## config.mk

```make
export PLATFORM = sky130hd
export DESIGN_NAME = bsg_mem_1r1w_sync_init
export DESIGN_NICKNAME = d
export VERILOG_FILES = /design/src/rtl/bsg_mem_1r1w_sync_init_pkg.sv /design/src/rtl/bsg_mem_1r1w_sync_init_prims.sv /design/src/rtl/bsg_mem_1r1w_sync_init.sv
export SDC_FILE = /design/constraint.sdc
export NUM_CORES = 2
export LEC_CHECK = 0
export ABC_AREA = 0
export CAP_MARGIN = 30
export CORE_ASPECT_RATIO = 0.6
export CORE_MARGIN = 2
export CORE_UTILIZATION = 50
export CTS_CLUSTER_DIAMETER = 50
export CTS_CLUSTER_SIZE = 10
export DETAILED_ROUTE_END_ITERATION = 7
export PLACE_DENSITY = 0.74
export SLEW_MARGIN = 20
export SYNTH_ARGS = -nofsm -noshare
export SYNTH_HDL_FRONTEND = slang
export SYNTH_SLANG_ARGS = --single-unit
```

## constraint.sdc

```tcl
create_clock -name clock -period 32 [get_ports clock]
set_input_delay 6.4 -clock clock [delete_from_list [all_inputs] [get_ports clock]]
set_output_delay 6.4 -clock clock [all_outputs]
set_load 0.01 [all_outputs]
```

## src/rtl/bsg_mem_1r1w_sync_init_pkg.sv

```systemverilog
// Shared types and constants for the self-initialising branch-history memory.
// Each row holds 2-bit counters; the clear sweep loads every counter with weak not-taken.
package bsg_mem_1r1w_sync_init_pkg;

  typedef enum logic [1:0] {
    RESET = 2'd0,
    CLEAR = 2'd1,
    RUN   = 2'd2
  } state_e;

  localparam int          ctr_width_lp = 2;
  localparam logic [1:0]  init_val_lp  = 2'b01;

  // Misprediction sets lo; hi flips only when a misprediction lands on an already-weak counter.
  function automatic logic [1:0] ctr_update(input logic [1:0] ctr, input logic correct);
    ctr_update = {ctr[1] ^ (~correct & ctr[0]), ~correct};
  endfunction

endpackage

```

## src/rtl/bsg_mem_1r1w_sync_init_prims.sv

```systemverilog
// Basic building blocks used by the branch-history memory:
// clearable up-counter, enabled flop and a 1R1W synchronous RAM.
module bsg_counter_clear_up #(
  parameter int width_p = 9
) (
  input  logic               clk_i,
  input  logic               reset_i,
  input  logic               clear_i,
  input  logic               up_i,
  output logic [width_p-1:0] count_o
);

  logic [width_p-1:0] count_q;

  // Sweep counter: clear wins over increment.
  always_ff @(posedge clk_i or posedge reset_i) begin
    if (reset_i) begin
      count_q <= '0;
    end else if (clear_i) begin
      count_q <= '0;
    end else if (up_i) begin
      count_q <= count_q + width_p'(1);
    end else begin
      count_q <= count_q;
    end
  end

  assign count_o = count_q;

endmodule

module bsg_dff #(
  parameter int width_p = 1
) (
  input  logic               clk_i,
  input  logic               reset_i,
  input  logic               en_i,
  input  logic [width_p-1:0] data_i,
  output logic [width_p-1:0] data_o
);

  logic [width_p-1:0] data_q;

  // Enabled register, cleared by reset.
  always_ff @(posedge clk_i or posedge reset_i) begin
    if (reset_i) begin
      data_q <= '0;
    end else if (en_i) begin
      data_q <= data_i;
    end else begin
      data_q <= data_q;
    end
  end

  assign data_o = data_q;

endmodule

module bsg_mem_1r1w_sync #(
  parameter int width_p      = 8,
  parameter int els_p        = 512,
  parameter int addr_width_p = 9
) (
  input  logic                    clk_i,
  input  logic                    reset_i,
  input  logic                    w_v_i,
  input  logic [addr_width_p-1:0] w_addr_i,
  input  logic [width_p-1:0]      w_data_i,
  input  logic                    r_v_i,
  input  logic [addr_width_p-1:0] r_addr_i,
  output logic [width_p-1:0]      r_data_o
);

  logic [width_p-1:0] mem_q [els_p];
  logic [width_p-1:0] r_data_q;

  // Storage array is deliberately left unreset.
  always_ff @(posedge clk_i) begin
    if (w_v_i) begin
      mem_q[w_addr_i] <= w_data_i;
    end
  end

  // Read data register holds the last read while r_v_i is low.
  always_ff @(posedge clk_i or posedge reset_i) begin
    if (reset_i) begin
      r_data_q <= '0;
    end else if (r_v_i) begin
      r_data_q <= mem_q[r_addr_i];
    end else begin
      r_data_q <= r_data_q;
    end
  end

  assign r_data_o = r_data_q;

endmodule

```

## src/rtl/bsg_mem_1r1w_sync_init.sv

```systemverilog
// Branch-history table: 1R1W sync memory of 2-bit counters, cleared by a
// post-reset sweep before updates are accepted.
module bsg_mem_1r1w_sync_init
  import bsg_mem_1r1w_sync_init_pkg::*;
#(
  parameter int         idx_width_p    = 9,
  parameter int         row_els_p      = 4,
  parameter int         offset_width_p = 2,
  parameter logic [1:0] init_val_p     = init_val_lp,
  localparam int        row_width_lp   = ctr_width_lp * row_els_p,
  localparam int        offset_w_lp    = (offset_width_p == 0) ? 1 : offset_width_p
) (
  input  logic                    clock,
  input  logic                    rst,
  output logic                    init_done_o,
  input  logic                    w_v_i,
  input  logic [idx_width_p-1:0]  w_idx_i,
  input  logic [offset_w_lp-1:0]  w_offset_i,
  input  logic [row_width_lp-1:0] w_val_i,
  input  logic                    correct_i,
  output logic                    w_yumi_o,
  input  logic                    r_v_i,
  input  logic [idx_width_p-1:0]  r_idx_i,
  input  logic [offset_w_lp-1:0]  r_offset_i,
  output logic [row_width_lp-1:0] r_val_o,
  output logic                    pred_o
);

  localparam int els_lp = 2 ** idx_width_p;

  state_e                  state_q;
  logic [idx_width_p-1:0]  count_s;
  logic [offset_w_lp-1:0]  offset_q;
  logic                    same_s;
  logic                    clearing_s;
  logic                    mem_w_v_s;
  logic [idx_width_p-1:0]  mem_w_addr_s;
  logic [row_width_lp-1:0] w_data_s;

  // Sweep sequencing; RUN is held until the next reset.
  always_ff @(posedge clock or posedge rst) begin
    if (rst) begin
      state_q <= RESET;
    end else begin
      case (state_q)
        RESET:   state_q <= CLEAR;
        CLEAR:   state_q <= (count_s == idx_width_p'(els_lp - 1)) ? RUN : CLEAR;
        RUN:     state_q <= RUN;
        default: state_q <= RESET;
      endcase
    end
  end

  bsg_counter_clear_up #(.width_p(idx_width_p)) sweep_ctr (
    .clk_i   (clock),
    .reset_i (rst),
    .clear_i (state_q == RESET),
    .up_i    (state_q == CLEAR),
    .count_o (count_s)
  );

  assign clearing_s   = (state_q == CLEAR);
  assign init_done_o  = (state_q == RUN);
  assign same_s       = r_v_i & w_v_i & (r_idx_i == w_idx_i);
  assign w_yumi_o     = init_done_o & w_v_i & ~same_s;
  assign mem_w_v_s    = clearing_s | w_yumi_o;
  assign mem_w_addr_s = clearing_s ? count_s : w_idx_i;

  for (genvar i = 0; i < row_els_p; i++) begin : g_ctr
    logic [1:0] old_s;
    logic       hit_s;
    assign old_s = w_val_i[ctr_width_lp*i +: ctr_width_lp];
    assign hit_s = (row_els_p == 1) ? 1'b1 : (w_offset_i == offset_w_lp'(i));
    assign w_data_s[ctr_width_lp*i +: ctr_width_lp] =
      clearing_s ? init_val_p : (hit_s ? ctr_update(old_s, correct_i) : old_s);
  end

  bsg_mem_1r1w_sync #(
    .width_p      (row_width_lp),
    .els_p        (els_lp),
    .addr_width_p (idx_width_p)
  ) mem (
    .clk_i    (clock),
    .reset_i  (rst),
    .w_v_i    (mem_w_v_s),
    .w_addr_i (mem_w_addr_s),
    .w_data_i (w_data_s),
    .r_v_i    (r_v_i),
    .r_addr_i (r_idx_i),
    .r_data_o (r_val_o)
  );

  // Offset captured alongside the read so pred_o tracks the held row.
  bsg_dff #(.width_p(offset_w_lp)) offset_reg (
    .clk_i   (clock),
    .reset_i (rst),
    .en_i    (r_v_i),
    .data_i  (r_offset_i),
    .data_o  (offset_q)
  );

  if (row_els_p == 1) begin : g_pred_one
    assign pred_o = r_val_o[1];
  end else begin : g_pred_sel
    assign pred_o = r_val_o[{offset_q, 1'b1}];
  end

endmodule

```

==> summary.md <==
| Metric | Value |
|---|---|
| Outcome | `complete, no violations` |
| Wire length of the first global-routing pass | `~620 mm` |
| Worst Setup Slack, final | `16680 ps` |
| Die area | `0.3256 mm^2` |
| CP Launch Type | `input pin` |
| Drt pass-1 iters | `6` |
| Highest cell delay on the worst timing path | `between 800 and 900 ps` |
| Post-synthesis cell type with the largest combined area | `edfxtp_1` |
| Total length of routed wires | `440.5 mm` |
| Proportion of synthesized flip-flops having asynchronous set or reset | `0.005101` |
| Fill count | `around 23000` |
| Total area of multi-input combinational cells | `0.03459 mm^2` |
| Via count of the first global-routing pass | `about 80000` |
| Die X-Extent | `735.3 um` |
| TritonCTS Buffers | `454` |
| Power density over the cells | `roughly 61 mW/mm^2` |
| Final Net Count | `7873` |
| Most frequent cells after synthesis | `4096 x edfxtp_1, 1059 x mux4_2, 618 x nor2_1` |
| Total track usage | `0.2675` |
| Effective utilization at floorplan | `0.5013` |
| Number of synthesized flops with an enable pin | `a little over 4000` |
| H-tree Lvls | `5` |
| Lkg Pwr | `53.33 nW` |
| Crit path arrival time | `8920 ps` |
| Cell at the root of the clock tree | `clkbuf_16` |
| Most instantiated library cell after synthesis | `edfxtp_1` |
| Number of design rule violations left after detail routing | `0` |
| Number of vias per cell | `6.851` |
| Reg area | `0.1235 mm^2` |
| Family with the most delay on the worst path | `buffers and inverters` |
| Count of instances resized after the clock tree is built | `0` |
| Core outline area | `0.3201 mm^2` |
| Top-area cell type share of the netlist area | `0.7666` |
| Gate count of the mapped netlist | `7523` |
| CP Buf/Inv Count | `2` |
| Number of cells traversed by the worst hold path | `1` |
| Weighted congestion reported at the end of routability-driven placement | `0.8981` |
| Fmax | `about 65 MHz` |
| Share of layout cells above drive strength 1 | `0.2370` |
| Worst path slowest cell | `clkdlybuf4s50_1` |
| Worst-case reg-to-reg path depth | `6` |
| Synthesized area divided by synthesized cell count | `approximately 21 um^2` |
| Number of maximum-capacitance violations | `0` |
| Maximum resistive drop on vdd | `0.05493 mV` |
| Number of primary I/O pins | `46` |
| Hold buffer count at cts | `0` |
| Synthesized cell area | `approximately 0.16 mm^2` |
| # rows | `161` |
| Synth Warn # | `0` |
| Max Buffers Root-to-Sink | `4` |
| Average routed wire per standard cell | `36.22 um` |
| Critical Path Most Common Cell | `clkdlybuf4s50_1` |
| Post-route ant nets | `0` |
| CTS sink count | `4117` |
| Kind of path behind the tightest hold check | `reg2reg` |
| Clk Latency, worst-skew pair | `roughly 950 ps` |
| Leading post-synthesis cells by cell area | `edfxtp_1 77%, mux4_2 15%, nor2_1 1.4%` |
| Crit path capture type | `primary output` |
| Setup Skew | `67.91 ps` |
| Number of setup violations in the final report | `0` |
| Part of the Yosys area used for sequential elements | `0.7698` |
| Slew margin rel. | `0.2096` |
| Endpoints failing hold | `0` |
| Dpl hpwl | `between 200 and 300 mm` |
| Cell breakdown of the critical path | `clkdlybuf4s50_1 > xor2_1 > nor4_1 > nand4_1 > and3_1 > clkdlybuf4s50_1` |
| Required @ worst endpoint | `~26000 ps` |
| CTS clk-pin slew, worst paths | `60 ps` |
| Setup repair after global routing missed its margin | `false` |
| Startpoint-to-endpoint class of the critical path | `in2out` |
| Die height | `442.8 um` |
| Post-synthesis cell type count | `73` |
| Final Util | `0.5579` |
| Remaining global-route overflow | `0` |
| Final-layout setup total negative slack | `0 ps` |
| Total stage count of the critical path | `6` |
| Growth of design area from synthesis to finish | `11.30%` |
| First-iteration detailed-routing DRC count | `about 16000` |
| TritonCTS clock tree | `yes` |
| Max-slew violations | `0` |
| Via count | `83340` |
| Maximum number of pins on one net before global-route repair | `210` |
| Predominant post-synthesis flop cell | `edfxtp_1` |
| Post-Synthesis Net Count | `7560` |
| Synthesized flop and latch total | `4117` |
| Worst slack at placement | `about 17000 ps` |
| Final Critical Period | `15320 ps` |
| Number of antenna violations at the first check in global routing | `27` |
| Crit share post-route | `0.4786` |
| Slew at the pin with the worst max-slew slack | `~1200 ps` |
| Post CTS Setup Buffer Count | `0` |
| IO Port Bufs | `45` |
| Maximum fanout encountered on the critical timing path | `4` |
## placed cells by master, fill, tap and decap left out, drive strengths merged, types with 12 or more instances in the layout
cell type	synthesis	final
a21oi	62	62
mux2i	197	197
and2	15	15
buf	281	268
clkinv	2	13
o21ai	55	55
nand3	100	100
nand3b	12	12
a2111oi	15	15
nand2	324	324
diode	0	35
o221ai	45	45
inv	9	18
dfrtp	21	21
nor2b	14	14
nor2	618	618
clkbuf	173	494
clkdlybuf4s50	0	38
o22ai	84	84
a211oi	28	28
mux4	1059	1059
a31oi	38	38
and3	22	22
edfxtp	4096	4096
nor3	39	39
a22oi	47	47
## logic make-up after synthesis
family | Yosys count | synth area share
buffers and inverters | 465 | 0.01663
multiplexers | 1265 | 0.1616
AND/OR/NAND/NOR | 1198 | 0.03111
AO/OA/AOI/OAI | 461 | 0.01989
adder cells (fa/ha/maj) | 2 | 0.0001559
flip-flops | 4117 | 0.7698
XOR/XNOR | 15 | 0.0008187
## per-layer routing
layer,GRT usage,up-vias,share of wire
met5,0,-,0.00043
met4,0.08623,18,0.034
met3,0.1282,858,0.18
met2,0.3508,7060,0.41
met1,0.3939,43630,0.37
li1,-,31780,-
## stage by stage
| stage | hold WS, ps | total power, mW | std cells | cell area [um^2] |
|---|---|---|---|---|
| 2_1_floorplan | 489.1 | 6.228 | 7523 | 160500 |
| 3_3_place_gp | 504.9 | 6.389 | 11530 | 165400 |
| 3_5_place_dp | 512.4 | 6.394 | 11560 | 165800 |
| 4_1_cts | 525.5 | 10.79 | 12070 | 177700 |
| 5_1_grt | 544.7 | 11.03 | 12130 | 178500 |
| 6_report | 529.7 | 10.81 | 12160 | 178600 |
## report_power, final
group,leakage [nW],switching (mW),total [mW],internal [mW]
clock network,5.82,1.98,4.50,2.52
logic,12.0,0.282,0.455,0.173
registers,35.5,0.00591,5.85,5.84
## final cells by class
type / count / share of cell area
sequential: 4117 / 0.6917
multi-input combinational: 2941 / 0.1937
timing repair buffer: 311 / 0.01748
clock inverter: 20 / 0.001724
inverter: 11 / 0.0003433
clock buffer: 491 / 0.06487
tap: 4238 / 0.02969
antenna: 35 / 0.0004904
## state kept, by name, summed over array words and instances (netlist names)
| name | cells |
|---|---|
| mem.mem_q | 4096 |
| sweep_ctr.count_o | 9 |
| mem.r_data_o | 8 |
| offset_reg.data_o | 2 |
| state_q | 2 |
## worst register-to-register path: stages (launching register included)
cell,delay [ps]
dfrtp_1,650
nor2b_1,450
and3_1,240
or2_2,710
nand3_4,950
buf_4,680
nor2_1,860
## path summary, 6_finish.rpt
check	start	slack [ps]	end
hold reg to reg	offset_reg.data_o[0]$_DFFE_PP0P_	530	offset_reg.data_o[0]$_DFFE_PP0P_
min in group asynchronous	rst	5810	offset_reg.data_o[1]$_DFFE_PP0P_
max in group asynchronous	rst	25730	sweep_ctr.count_o[5]$_DFFE_PP0P_
setup reg to reg	state_q[1]$_DFF_PP0_	27060	mem.mem_q[276][7]$_DFFE_PP_
hold / removal	offset_reg.data_o[0]$_DFFE_PP0P_	530	offset_reg.data_o[0]$_DFFE_PP0P_
setup / recovery	r_idx_i[8]	16680	w_yumi_o
Note: power is estimated with default switching activity, not from simulation.
